File: config.mk
export PLATFORM = sky130hd
export DESIGN_NAME = sram_dma
export DESIGN_NICKNAME = d
export VERILOG_FILES = /design/src/rtl/sram_dma_pkg.sv /design/src/rtl/sram_dma.sv
export SDC_FILE = /design/constraint.sdc
export NUM_CORES = 1
export LEC_CHECK = 0
export ABC_AREA = 1
export ABC_CLOCK_PERIOD_IN_PS = 1850
export CORE_ASPECT_RATIO = 0.8
export CORE_MARGIN = 5
export CORE_UTILIZATION = 40
export DETAILED_ROUTE_END_ITERATION = 8
export PLACE_DENSITY = 0.82
export SYNTH_ARGS = -nofsm -noshare
export SYNTH_HDL_FRONTEND = slang
export SYNTH_SLANG_ARGS = --single-unit
File: constraint.sdc
create_clock -name clk_i -period 1.85 [get_ports clk_i]
set_input_delay 0.37 -clock clk_i [delete_from_list [all_inputs] [get_ports clk_i]]
set_output_delay 0.37 -clock clk_i [all_outputs]
set_load 0.02 [all_outputs]
File: src/rtl/sram_dma_pkg.sv
// Shared definitions for the SRAM-to-SRAM DMA engine: state encodings,
// the state enum and a helper that sizes the word-count port.
// Optional feature macro: SRAM_DMA_FILL_EN adds the FILL state.
package sram_dma_pkg;

  localparam logic [2:0] ST_IDLE = 3'd0;
  localparam logic [2:0] ST_RD   = 3'd1;
  localparam logic [2:0] ST_WR   = 3'd2;
  localparam logic [2:0] ST_DONE = 3'd3;
`ifdef SRAM_DMA_FILL_EN
  localparam logic [2:0] ST_FILL = 3'd4;
`endif

  typedef enum logic [2:0] {
    IDLE = ST_IDLE,
    RD   = ST_RD,
    WR   = ST_WR,
`ifdef SRAM_DMA_FILL_EN
    FILL = ST_FILL,
`endif
    DONE = ST_DONE
  } state_e;

  // The count must hold 0..n_entries inclusive, so it is one bit wider
  // than the address.
  function automatic int len_width(input int n_entries);
    return $clog2(n_entries) + 1;
  endfunction

endpackage

File: src/rtl/sram_dma.sv
// SRAM DMA engine: copies len words from src to dst inside one externally
// instantiated single-port SRAM, one read then one write per word, in
// ascending address order with modulo-N_ENTRIES wrap.
// Optional feature macro: SRAM_DMA_FILL_EN adds fill_i/pattern_i and a
// FILL state that writes a constant pattern, one word per cycle.
module sram_dma
  import sram_dma_pkg::*;
#(
  parameter int DATA_WIDTH = 32,
  parameter int N_ENTRIES  = 128,
  localparam int AW = $clog2(N_ENTRIES),
  localparam int LW = len_width(N_ENTRIES)
) (
  input  logic                  clk_i,
  input  logic                  rst_i,
  input  logic                  start_i,
  input  logic [AW-1:0]         src_i,
  input  logic [AW-1:0]         dst_i,
  input  logic [LW-1:0]         len_i,
`ifdef SRAM_DMA_FILL_EN
  input  logic                  fill_i,
  input  logic [DATA_WIDTH-1:0] pattern_i,
`endif
  output logic                  busy_o,
  output logic                  done_o,
  output logic                  mem_en_o,
  output logic                  mem_we_o,
  output logic [AW-1:0]         mem_addr_o,
  output logic [DATA_WIDTH-1:0] mem_wdata_o,
  input  logic [DATA_WIDTH-1:0] mem_rdata_i
);

  state_e          state_q;
  state_e          state_d;
  logic [AW-1:0]   src_q;
  logic [AW-1:0]   dst_q;
  logic [LW-1:0]   cnt_q;
`ifdef SRAM_DMA_FILL_EN
  logic [DATA_WIDTH-1:0] pattern_q;
`endif

  // Address step with explicit wrap so non-power-of-two depths also wrap.
  function automatic logic [AW-1:0] next_addr(input logic [AW-1:0] a);
    if (a == AW'(N_ENTRIES - 1)) return '0;
    return a + AW'(1);
  endfunction

  // State register; reset abandons any job in flight.
  always_ff @(posedge clk_i) begin
    if (rst_i) state_q <= IDLE;
    else       state_q <= state_d;
  end

  // Next-state decode; start_i only matters in IDLE, so a busy job ignores it.
  always_comb begin
    state_d = state_q;
    unique case (state_q)
      IDLE: begin
        if (start_i) begin
          if (len_i == '0)
            state_d = DONE;
`ifdef SRAM_DMA_FILL_EN
          else if (fill_i)
            state_d = FILL;
`endif
          else
            state_d = RD;
        end
      end
      RD:   state_d = WR;
      WR:   state_d = (cnt_q > LW'(1)) ? RD : DONE;
`ifdef SRAM_DMA_FILL_EN
      FILL: state_d = (cnt_q > LW'(1)) ? FILL : DONE;
`endif
      DONE: state_d = IDLE;
      default: state_d = IDLE;
    endcase
  end

  // Job registers: captured on an accepted start, stepped after each write.
  // The fill request itself is not stored; being in FILL already encodes it.
  always_ff @(posedge clk_i) begin
    if (rst_i) begin
      src_q     <= '0;
      dst_q     <= '0;
      cnt_q     <= '0;
`ifdef SRAM_DMA_FILL_EN
      pattern_q <= '0;
`endif
    end else begin
      case (state_q)
        IDLE: begin
          if (start_i) begin
            src_q     <= src_i;
            dst_q     <= dst_i;
            cnt_q     <= len_i;
`ifdef SRAM_DMA_FILL_EN
            pattern_q <= pattern_i;
`endif
          end
        end
        WR: begin
          src_q <= next_addr(src_q);
          dst_q <= next_addr(dst_q);
          cnt_q <= cnt_q - LW'(1);
        end
`ifdef SRAM_DMA_FILL_EN
        FILL: begin
          dst_q <= next_addr(dst_q);
          cnt_q <= cnt_q - LW'(1);
        end
`endif
        default: ;
      endcase
    end
  end

  // Output decode from the state registers; the bus is quiet outside RD/WR/FILL.
  always_comb begin
    busy_o      = (state_q != IDLE);
    done_o      = 1'b0;
    mem_en_o    = 1'b0;
    mem_we_o    = 1'b0;
    mem_addr_o  = '0;
    mem_wdata_o = '0;
    case (state_q)
      RD: begin
        mem_en_o   = 1'b1;
        mem_addr_o = src_q;
      end
      WR: begin
        mem_en_o    = 1'b1;
        mem_we_o    = 1'b1;
        mem_addr_o  = dst_q;
        mem_wdata_o = mem_rdata_i;
      end
`ifdef SRAM_DMA_FILL_EN
      FILL: begin
        mem_en_o    = 1'b1;
        mem_we_o    = 1'b1;
        mem_addr_o  = dst_q;
        mem_wdata_o = pattern_q;
      end
`endif
      DONE: done_o = 1'b1;
      default: ;
    endcase
  end

endmodule

==> impl_results.md <==
* Finish-stage setup viols at 0
* WL per Instance at 13.7 µm
* Vias at 2,411
* Die X at 86.8 µm
* Cts hold-fix bufs at 0
* Clock power share at roughly a tenth
* Dpl hpwl at 4.89 mm
* Vias in the first global route at 2,124
* M1 GR Usage at between 20% and 30%
* Final Util at 67.7%
* CP delay by family, top: flip-flops
* Core area at approximately 0.0046 mm²
* Slowest Stage Delay on Critical Path at 0.37 ns
* Met3 Use GR at roughly 5.4%
* GRT overflow at 0
* Arrival time at the worst endpoint at 1.46 ns
* Longest Clk Path Bufs at 2
* Worst-margin pin slew at 0.305 ns
* Yosys reg bits at 24
* Initial antenna violation count at 0
* Syn_area_per_cell at 5.83 µm²
* Drt via density at 4.85
* Cells along the critical path: inv_1, ha_1, inv_4, a21oi_2, buf_4
* Fin crit share at 98.9%
* Clk_skew at 0.00867 ns
* Clk root buf: clkbuf_8
* Critical Path End Type: output pin
* HP Class: register to register
* Largest net degree at the start of global routing at 22
* Num rows at 22
* Unrepaired setup endpoints after global routing: yes
* Place WS at -0.234 ns
* Logic gate share of total power at roughly two thirds
* Number of remaining DRC errors at 0
* Clock-pin slew on the worst setup and hold paths at around 0.080 ns
* CP Buf/Inv Count at 3
* M2 GR Usage at roughly 32%
* Max-Cap Viols at 0
* Nets at 503
* Sequential Power Share at 25.2%
* PortBufs at 99
* Status: completed
* Post-synthesis sequential area ratio at 25.4%
* Ports at 100
* Clock sinks at 24
* Post-route worst setup slack at 0.0210 ns
* Area Growth Syn to Fin at 63.8%
* Global-route usage over all layers at between 20% and 30%
* Syn Std Cell Area at between 0.0015 and 0.002 mm²
* P per Cell Area at 1170 mW/mm²
* CP Data Required Time at about 1.5 ns
* Fmax at 547 MHz
* Fillers at 404
* TritonCTS Buffers at 3
* Antenna Cells at 0
* CTS tree: built
* Startpoint type of the worst setup path: register
* Routability cong. at 0.824
* Worst slew margin at 79.6%
* WS Path Type: register to output pin
* Die Span Y at 71.5 µm
* P_sw at 1.73 mW
* First-pass GRT wire length at 10.2 mm
* Number of distinct library cells after synthesis at 26
* Die area at 0.00620 mm²
* Share of layout cells above drive strength 1 at 21.3%
* Final Max Tran Viols at 0
* Slowest CP cell: dfxtp_2
* GR peak layer: met2
* Critical path peak fanout at 7
* H-tree levels at 1
* Post-Syn Instances at 324
* Starting DRT DRC Count at ~180
* TritonRoute pass-1 iters at 5
* Syn nets at 389
* Leakage power at 1.63 nW
* Fin. Hold Viols at 0
* Routed WL at 6.79 mm
* Synth warn at 0
* ANT nets after route at 0
* Clk Latency, worst-skew pair at around 0.27 ns
* Worst VDD drop at 0.769 mV
* Initial Util at 41.3%
* Fin crit period at roughly 1.8 ns
* Pint at 1.88 mW
* Sw frac at 47.9%
-- cells by family after synthesis --
logic type / Yosys count / share of synthesized area (%)
simple gates: 138 / 29.2
compound gates: 75 / 20.5
buf+inv: 74 / 17.2
fa+ha+maj: 8 / 5.30
xor+xnor: 5 / 2.32
flops: 24 / 25.4
-- per-layer routing --
layer / share of wire, % / up-vias
met1: 44 / 1054
met5: 0 / -
met3: 10 / 4
met2: 45 / 123
met4: 0.56 / 0
li1: - / 1230
-- worst paths after layout --
kind	start	to	slack, ns	cells past startpoint
max	state_q[1]	mem_addr_o[1]	0.02	5
max reg2reg	state_q[0]	dst_q[0]	0.04	10
min	cnt_q[2]	cnt_q[2]	0.48	2
min reg2reg	cnt_q[2]	cnt_q[2]	0.48	2
-- cell type report --
cell class,count,area [µm²],share of cell area [%]
timing repair buffer,123,1090,35.3
tap,60,75.1,2.43
inverter,58,228,7.36
timing repair inverter,2,12.5,0.405
multi-input combinational,226,1150,37.1
sequential,24,483,15.6
clock buffer,4,55.1,1.78
-- stage by stage --
step	setup TNS, ns	cell area, µm²	hold slack (ns)	std cells	total power [mW]
2_1_floorplan	0	1910	0.452	324	2.22
3_3_place_gp	-2.94	3050	0.467	485	2.98
3_5_place_dp	-4.42	3050	0.469	485	3.03
4_1_cts	-0.00943	3030	0.481	492	3.42
5_1_grt	-0.340	3090	0.504	497	3.91
6_report	0	3090	0.484	497	3.61
-- power by group through the flow --
stage / logic (mW) / registers (mW) / clock network [mW]
2_1_floorplan: 1.37 / 0.852 / 0
3_3_place_gp: 2.09 / 0.895 / 0
3_5_place_dp: 2.13 / 0.899 / 0
4_1_cts: 2.15 / 0.895 / 0.374
5_1_grt: 2.58 / 0.927 / 0.399
6_report: 2.33 / 0.908 / 0.366
-- placed cells by master, fill, tap and decap left out, types with 5 or more instances in the layout --
cell,count
clkdlybuf4s50_1,56
buf_4,23
xor2_1,5
buf_2,29
a21oi_1,35
a21oi_2,7
o21ai_0,29
nor2_1,22
dfxtp_1,22
nand2_1,96
nand3_1,11
inv_1,53
ha_1,6
-- worst min-delay path, cell delays in order, from the launching register on --
cell	delay, ns
dfxtp_1	0.33
nand2_1	0.06
a21oi_1	0.05
-- what timing repair did --
item,CTS,global route
hold endpoints to repair,0,0
endpoints found under the setup margin,49,48
gates cloned,1,2
pin swaps,1,3
resized for setup,169,27
setup buffers,2,4
-- Yosys cell counts --
cell       n  area (µm²)
buf_4      1        7.51
buf_2      7        35.0
nand3_1   11        55.1
xor2_1     5        43.8
nor3_1     1        5.00
a31oi_1    1        6.26
clkbuf_1   2        7.51
dfxtp_1   24         480
inv_2      2        7.51
o21ai_1    1        5.00
a21oi_1   43         215
or2_2      1        6.26
nand4_1    2        12.5
inv_1     55         206
buf_1      1        3.75
nand3b_1   1        7.51
clkbuf_2   1        5.00
a21oi_4    1        16.3
ha_1       8         100
buf_6      4        45.0
nand2_1   97         364
o21ai_0   29         145
inv_4      1        6.26
and2_0     1        6.26
nor2_1    22        82.6
nor2_2     2        12.5
-- registers in the layout (all words and copies together) (netlist names) --
signal   cells
cnt_q        8
state_q      2
dst_q        7
src_q        7
Note: power is estimated with default switching activity, not from simulation.
